## src/rtl/tile_match_if.sv

```systemverilog
// Tile-match engine bus: decoded picks and start in, game status out.
// The engine uses the slave side; the keyboard/display glue uses the master side.
interface tile_match_if #(
    parameter int NUM_TILES = 10,
    parameter int COLOR_W   = 3,
    parameter int IDX_W     = 4,
    parameter int CNT_W     = 8
);
    logic                         start;
    logic                         pick_valid;
    logic [IDX_W-1:0]             pick_idx;
    logic [NUM_TILES*COLOR_W-1:0] tile_colors;
    logic [2:0]                   game_state;
    logic [NUM_TILES-1:0]         revealed;
    logic [NUM_TILES-1:0]         matched;
    logic [IDX_W-1:0]             first_idx;
    logic [IDX_W-1:0]             second_idx;
    logic                         match_pulse;
    logic                         miss_pulse;
    logic [CNT_W-1:0]             score;
    logic [CNT_W-1:0]             moves;
    logic                         game_over;

    modport master (
        output start, pick_valid, pick_idx, tile_colors,
        input  game_state, revealed, matched, first_idx, second_idx,
               match_pulse, miss_pulse, score, moves, game_over
    );

    modport slave (
        input  start, pick_valid, pick_idx, tile_colors,
        output game_state, revealed, matched, first_idx, second_idx,
               match_pulse, miss_pulse, score, moves, game_over
    );
endinterface

```

## src/rtl/tile_match_engine.sv

```systemverilog
// Pair-matching game core: accepts tile picks, compares pairs against colours
// latched at game start, holds mismatches visible, and keeps score/move counts.
module tile_match_engine #(
    parameter int NUM_TILES     = 10,
    parameter int COLOR_W       = 3,
    parameter int IDX_W         = 4,
    parameter int MISMATCH_HOLD = 25000000,
    parameter int CNT_W         = 8
) (
    input logic        CLOCK_50,
    input logic        reset,
    tile_match_if.slave bus
);
    // Internal tile vectors span the whole index space so any IDX_W-wide index
    // selects a real bit; entries at or above NUM_TILES stay zero.
    localparam int TW     = 2 ** IDX_W;
    localparam int HOLD_W = (MISMATCH_HOLD > 1) ? $clog2(MISMATCH_HOLD) : 1;

    typedef enum logic [2:0] {
        S_IDLE   = 3'd0,
        S_FIRST  = 3'd1,
        S_SECOND = 3'd2,
        S_CMP    = 3'd3,
        S_HOLD   = 3'd4,
        S_OVER   = 3'd5
    } state_t;

    state_t               state_q, state_d;
    logic [COLOR_W-1:0]   color_q [TW];
    logic [TW*COLOR_W-1:0] colors_pad;
    logic [TW-1:0]        revealed_q, matched_q;
    logic [IDX_W-1:0]     first_q, second_q;
    logic                 match_pulse_q, miss_pulse_q;
    logic [CNT_W-1:0]     score_q, moves_q;
    logic [HOLD_W-1:0]    hold_cnt;
    logic                 legal_pick, colors_equal, last_pair, hold_done;

    function automatic logic [TW-1:0] onehot(input logic [IDX_W-1:0] i);
        return TW'(1) << i;
    endfunction

    assign colors_pad   = (TW*COLOR_W)'(bus.tile_colors);
    assign legal_pick   = bus.pick_valid && (32'(bus.pick_idx) < NUM_TILES) &&
                          !revealed_q[bus.pick_idx] && !matched_q[bus.pick_idx];
    assign colors_equal = (color_q[first_q] == color_q[second_q]);
    assign last_pair    = ((32'(score_q) + 32'd1) == (NUM_TILES / 2));
    assign hold_done    = (hold_cnt == '0);

    // State register
    always_ff @(posedge CLOCK_50 or posedge reset) begin
        if (reset) state_q <= S_IDLE;
        else       state_q <= state_d;
    end

    // Next-state logic; start overrides everything, including a same-cycle pick
    always_comb begin
        state_d = state_q;
        if (bus.start) begin
            state_d = S_FIRST;
        end else begin
            case (state_q)
                S_IDLE:   state_d = S_IDLE;
                S_FIRST:  if (legal_pick) state_d = S_SECOND;
                S_SECOND: if (legal_pick) state_d = S_CMP;
                S_CMP:    state_d = colors_equal ? (last_pair ? S_OVER : S_FIRST) : S_HOLD;
                S_HOLD:   if (hold_done) state_d = S_FIRST;
                S_OVER:   state_d = S_OVER;
                default:  state_d = S_IDLE;
            endcase
        end
    end

    // Game datapath: colour latch, tile masks, counters, hold timer and pulses
    always_ff @(posedge CLOCK_50 or posedge reset) begin
        if (reset) begin
            for (int i = 0; i < TW; i++) color_q[i] <= '0;
            revealed_q    <= '0;
            matched_q     <= '0;
            first_q       <= '0;
            second_q      <= '0;
            score_q       <= '0;
            moves_q       <= '0;
            hold_cnt      <= '0;
            match_pulse_q <= 1'b0;
            miss_pulse_q  <= 1'b0;
        end else begin
            match_pulse_q <= 1'b0;
            miss_pulse_q  <= 1'b0;
            if (bus.start) begin
                for (int i = 0; i < TW; i++) color_q[i] <= colors_pad[i*COLOR_W +: COLOR_W];
                revealed_q <= '0;
                matched_q  <= '0;
                first_q    <= '0;
                second_q   <= '0;
                score_q    <= '0;
                moves_q    <= '0;
                hold_cnt   <= '0;
            end else begin
                case (state_q)
                    S_FIRST: begin
                        if (legal_pick) begin
                            first_q    <= bus.pick_idx;
                            revealed_q <= revealed_q | onehot(bus.pick_idx);
                        end
                    end
                    S_SECOND: begin
                        if (legal_pick) begin
                            second_q   <= bus.pick_idx;
                            revealed_q <= revealed_q | onehot(bus.pick_idx);
                            if (moves_q != '1) moves_q <= moves_q + 1'b1;
                        end
                    end
                    S_CMP: begin
                        if (colors_equal) begin
                            matched_q     <= matched_q | onehot(first_q) | onehot(second_q);
                            score_q       <= score_q + 1'b1;
                            match_pulse_q <= 1'b1;
                        end else begin
                            miss_pulse_q <= 1'b1;
                            hold_cnt     <= HOLD_W'(MISMATCH_HOLD - 1);
                        end
                    end
                    S_HOLD: begin
                        if (hold_done) revealed_q <= revealed_q & ~(onehot(first_q) | onehot(second_q));
                        else           hold_cnt   <= hold_cnt - 1'b1;
                    end
                    default: ;
                endcase
            end
        end
    end

    // Outputs, all taken straight from registers
    always_comb begin
        bus.game_state  = state_q;
        bus.game_over   = (state_q == S_OVER);
        bus.revealed    = revealed_q[NUM_TILES-1:0];
        bus.matched     = matched_q[NUM_TILES-1:0];
        bus.first_idx   = first_q;
        bus.second_idx  = second_q;
        bus.match_pulse = match_pulse_q;
        bus.miss_pulse  = miss_pulse_q;
        bus.score       = score_q;
        bus.moves       = moves_q;
    end
endmodule

```

## src/flat_wrapper.sv

```systemverilog
// flat-port wrapper written by rule: the top's interface ports become plain ports
module tile_match_engine_flat 
#(
    parameter int NUM_TILES     = 10,
    parameter int COLOR_W       = 3,
    parameter int IDX_W         = 4,
    parameter int MISMATCH_HOLD = 25000000,
    parameter int CNT_W         = 8
)
  (CLOCK_50, reset, bus_start, bus_pick_valid, bus_pick_idx, bus_tile_colors, bus_game_state, bus_revealed, bus_matched, bus_first_idx, bus_second_idx, bus_match_pulse, bus_miss_pulse, bus_score, bus_moves, bus_game_over);
  tile_match_if #(.NUM_TILES(NUM_TILES), .COLOR_W(COLOR_W), .IDX_W(IDX_W), .CNT_W(CNT_W)) bus_i ();
  input logic CLOCK_50;
  input logic reset;
  input wire logic [$bits(bus_i.start)-1:0] bus_start;
  input wire logic [$bits(bus_i.pick_valid)-1:0] bus_pick_valid;
  input wire logic [$bits(bus_i.pick_idx)-1:0] bus_pick_idx;
  input wire logic [$bits(bus_i.tile_colors)-1:0] bus_tile_colors;
  output wire logic [$bits(bus_i.game_state)-1:0] bus_game_state;
  output wire logic [$bits(bus_i.revealed)-1:0] bus_revealed;
  output wire logic [$bits(bus_i.matched)-1:0] bus_matched;
  output wire logic [$bits(bus_i.first_idx)-1:0] bus_first_idx;
  output wire logic [$bits(bus_i.second_idx)-1:0] bus_second_idx;
  output wire logic [$bits(bus_i.match_pulse)-1:0] bus_match_pulse;
  output wire logic [$bits(bus_i.miss_pulse)-1:0] bus_miss_pulse;
  output wire logic [$bits(bus_i.score)-1:0] bus_score;
  output wire logic [$bits(bus_i.moves)-1:0] bus_moves;
  output wire logic [$bits(bus_i.game_over)-1:0] bus_game_over;
  assign bus_i.start = bus_start;
  assign bus_i.pick_valid = bus_pick_valid;
  assign bus_i.pick_idx = bus_pick_idx;
  assign bus_i.tile_colors = bus_tile_colors;
  assign bus_game_state = bus_i.game_state;
  assign bus_revealed = bus_i.revealed;
  assign bus_matched = bus_i.matched;
  assign bus_first_idx = bus_i.first_idx;
  assign bus_second_idx = bus_i.second_idx;
  assign bus_match_pulse = bus_i.match_pulse;
  assign bus_miss_pulse = bus_i.miss_pulse;
  assign bus_score = bus_i.score;
  assign bus_moves = bus_i.moves;
  assign bus_game_over = bus_i.game_over;
  tile_match_engine #(.NUM_TILES(NUM_TILES), .COLOR_W(COLOR_W), .IDX_W(IDX_W), .MISMATCH_HOLD(MISMATCH_HOLD), .CNT_W(CNT_W)) u_core (.CLOCK_50(CLOCK_50), .reset(reset), .bus(bus_i));
endmodule
```

## config.mk

```make
export PLATFORM = sky130hd
export DESIGN_NAME = tile_match_engine_flat
export DESIGN_NICKNAME = d
export VERILOG_FILES = /design/src/rtl/tile_match_if.sv /design/src/rtl/tile_match_engine.sv /design/src/flat_wrapper.sv
export SDC_FILE = /design/constraint.sdc
export NUM_CORES = 1
export LEC_CHECK = 0
export CELL_PAD_IN_SITES_DETAIL_PLACEMENT = 0
export CELL_PAD_IN_SITES_GLOBAL_PLACEMENT = 1
export CORE_ASPECT_RATIO = 0.7
export CORE_UTILIZATION = 35
export DETAILED_ROUTE_END_ITERATION = 16
export MAX_ROUTING_LAYER = met4
export PLACE_DENSITY_LB_ADDON = 0.3
export SLEW_MARGIN = 20
export SYNTH_ARGS = -nofsm -noshare
export SYNTH_HDL_FRONTEND = slang
export SYNTH_SLANG_ARGS = --single-unit
```

## constraint.sdc

```tcl
create_clock -name CLOCK_50 -period 4.4 [get_ports CLOCK_50]
set_clock_uncertainty 0.1 [all_clocks]
set_input_delay 0.44 -clock CLOCK_50 [delete_from_list [all_inputs] [get_ports CLOCK_50]]
set_output_delay 0.44 -clock CLOCK_50 [all_outputs]
set_load 0.02 [all_outputs]
```

==> key figures <==
Critical path
  – Crit Path Max Fanout: 13
  – R2R depth: 7
  – R2r endpoint: u_core.hold_cnt[18]
  – CP Class: flop to flop
  – CP Data Arrival Time: 3.67 ns
  – Kind of end point of the critical path: flop
  – Req. time, crit path: 4.48 ns
  – Reg2reg setup slack: 0.81 ns
  – Reg2reg start: u_core.hold_cnt[18]
  – Worst Setup Start Kind: flop

Worst hold path
  – Hold Path End: u_core.bus.first_idx[1]
  – HP Start: bus_start
  – Hold Path Class: primary input to flop
  – Hold Crit Depth: 2

STA
  – RSZ-0062 raised after global routing: false
  – Setup tns final: 0 ns
  – Crit path time final: 3.589 ns
  – FMAX: 278.6 MHz
  – Slack of the critical path: 0.8108 ns
  – Hold WS: 0.3860 ns
  – Final worst path period share: 0.8157
  – Slew Viols, Final: 0
  – Final setup vio count: 0
  – Hold Vio Cnt, Final: 0
  – Worst Tran Pin Value: 0.9703 ns
  – Slew HR: 0.3531

Route
  – ANT nets after route: 0
  – DRT Wirelength: 15680 µm
  – Vias: 4890
  – Starting DRT DRC Count: 299
  – Wire per inst: 17.94 µm
  – DRC Markers: 0
  – Pre-Repair DR Iteration Count: 5
  – Vias per inst: 5.595

Finish
  – Layout cells sized above 1: 0.1418
  – Post-layout util: 0.4326
  – NumNets Final: 687
  – Synth-to-Final Area Change: 20.21%
  – N_diodes: 0

Clock tree
  – CTS resizes: 0
  – Maximum root-to-sink buffer count: 2
  – Worst skew pair latency: 0.35 ns
  – Clock root cell: clkbuf_16
  – Clock sink total: 104
  – CTS tree: yes
  – Total setup buffers inserted after CTS: 0
  – H-Tree Depth: 3
  – Reg clk slew, reported paths: 0.07 ns
  – Hold-fix buffers, CTS: 0
  – Total CTS buffers: 9

Power
  – LEAKAGE: 0.002812 µW
  – Power per cell area: 338.6 nW/µm²
  – Worst VDD drop: 184.3 µV

Synth
  – Synth Area in Adders: 0.01057
  – FF+latch count, synth: 104
  – Sequential share of the synthesized area: 0.4397
  – Fraction of registers with async set/reset: 1.000
  – Synth warn: 0
  – Proportion of synthesized area in mux cells: 0.1455
  – EDFF count, synth: 0
  – Synth Flop Type: dfrtp_1
  – Net Count, Synth: 639
  – Avg Cell Area, Syn: 9.930 µm²
  – XOR/XNOR Fraction of Synth Area: 0.02220
  – Netlist cell types: 56
  – Main combinational cell family by area after synthesis: simple AND/OR/NAND/NOR gates
  – Synth Area in Compound Gates: 0.1376
  – Gate count of the mapped netlist: 596
  – Post-Syn Area: 5918 µm²
  – Synth Area in Simple Gates: 0.1871

GRT
  – Vias in the first global route: 4628
  – Total grt overflow: 0
  – First-pass GRT wire length: 25500 µm
  – Initial antenna violation count: 0
  – GRT Util Overall: 0.1924
  – Largest net degree at the start of global routing: 83

Place
  – HPWL after detailed placement: 11040 µm
  – GPL Wtd Cong: 0.8827
  – Port bufs: 87
  – Place WS: 0.8688 ns

Die
  – Initial Util: 0.3599
  – # IOs: 88
  – Core region area: 16440 µm²
  – Die H: 110.8 µm
  – Width of the die: 157.4 µm
  – Row cnt: 39
  – Die area: 17440 µm²

Job
  – Max-cap viol count: 0

Status
  – Outcome: complete, no violations
[worst max-delay path, stage by stage (launching register included)]
cell and delay (ns):
dfrtp_1 0.43, or3_1 0.40, or4_1 0.49, or4_4 0.59
nand2_1 0.27, nand4_1 0.64, a31oi_1 0.41, a311oi_1 0.08
[cell type report]
class | instances | area (µm²)
Multi-Input combinational cell | 425 | 2988
Inverter | 9 | 36.28
Clock inverter | 7 | 52.55
Clock buffer | 9 | 225.2
Tap cell | 225 | 281.5
Timing Repair Buffer | 95 | 928.4
Sequential cell | 104 | 2603
Fill cell | 1575 | 9330
[kinds of logic after synthesis]
logic type,Yosys count
flip-flops,104
AND/OR/NAND/NOR,213
XOR/XNOR,15
AO/OA/AOI/OAI,124
multiplexers,68
adder cells (fa/ha/maj),5
buffers and inverters,67
[per-layer routing]
metal | share of wire | GRT usage | vias up
met2 | 0.42 | 0.2619 | 187
met4 | 0.0034 | 0.04207 | 0
met3 | 0.057 | 0.03127 | 6
met1 | 0.51 | 0.2953 | 2428
li1 | - | - | 2269
met5 | 0 | - | -
[cell usage after synthesis (4+ instances only)]
master,n,area share
a211oi_1,20,0.025
a21oi_1,33,0.028
a2bb2oi_1,5,0.0074
a311oi_1,5,0.0074
a31oi_1,22,0.023
and3_1,9,0.0095
buf_1,7,0.0044
buf_2,4,0.0034
buf_4,20,0.025
clkbuf_1,26,0.016
dfrtp_1,104,0.44
ha_1,5,0.011
inv_1,9,0.0057
mux2_2,33,0.063
mux2i_1,23,0.039
mux4_2,11,0.042
nand2_1,30,0.019
nand2b_1,14,0.015
nand3_1,7,0.0059
nand4_1,11,0.012
nor2_1,68,0.043
nor2b_1,5,0.0053
nor3_1,23,0.019
nor4_1,11,0.012
o21ai_0,8,0.0068
o22ai_1,14,0.015
or2_2,9,0.0095
or3_1,7,0.0074
or4_1,4,0.0051
xnor2_1,6,0.0089
xor2_1,9,0.013
[placed cells by master (no fill, tap or decap), types with 4 or more instances in the layout]
master | netlist | routed
or2_2 | 9 | 9
nand2_1 | 30 | 30
and3_1 | 9 | 9
mux2_2 | 33 | 33
clkbuf_16 | 0 | 9
xor2_1 | 9 | 9
nand4_1 | 11 | 11
or3_1 | 7 | 7
mux2i_1 | 23 | 23
nor4_1 | 11 | 10
clkdlybuf4s50_1 | 0 | 86
o22ai_1 | 14 | 14
a21oi_1 | 33 | 33
a2bb2oi_1 | 5 | 5
nand2b_1 | 14 | 14
nor3_1 | 23 | 22
mux4_2 | 11 | 11
xnor2_1 | 6 | 6
a211oi_1 | 20 | 20
ha_1 | 5 | 5
nor2b_1 | 5 | 5
or4_1 | 4 | 4
inv_1 | 9 | 8
nand3_1 | 7 | 7
nor2_1 | 68 | 68
dfrtp_1 | 104 | 104
o21ai_0 | 8 | 8
a311oi_1 | 5 | 5
buf_4 | 20 | 9
a31oi_1 | 22 | 22
inv_6 | 0 | 4
[registers in the layout, indices dropped and copies added (netlist names)]
signal,cells
u_core.bus.first_idx,4
u_core.bus.game_state,3
u_core.bus.match_pulse,1
u_core.bus.miss_pulse,1
u_core.bus.moves,8
u_core.bus.score,8
u_core.bus.second_idx,4
u_core.color_q,30
u_core.hold_cnt,25
u_core.matched_q,10
u_core.revealed_q,10
[power breakdown]
group          switching, µW  total (µW)  leakage [µW]  internal, µW
clock                    384         775      0.000137           391
sequential              66.6        1080       0.00137          1010
combinational            328         559       0.00130           230
total                    779        2410       0.00281          1630
[worst max path at each step]
stage                            start                       to  depth (start not counted)
2_1_floorplan                    reset  u_core.bus.first_idx[0]                          1
3_3_place_gp           bus_pick_idx[0]      u_core.bus.moves[4]                         10
3_5_place_dp           bus_pick_idx[0]      u_core.bus.moves[4]                         10
4_1_cts        u_core.bus.first_idx[0]      u_core.bus.score[4]                          7
5_1_grt            u_core.hold_cnt[18]       u_core.hold_cnt[2]                          7
6_report           u_core.hold_cnt[18]      u_core.hold_cnt[18]                          7
[per-stage QoR]
step | power, µW | cell area (µm²) | std cells
floorplan | 1472 | 5918 | 596
global placement | 1633 | 6837 | 858
detailed placement | 1647 | 6837 | 858
CTS | 2425 | 7114 | 874
global route | 2535 | 7114 | 874
finish | 2409 | 7114 | 874
Power figures use the tool's default switching activity.
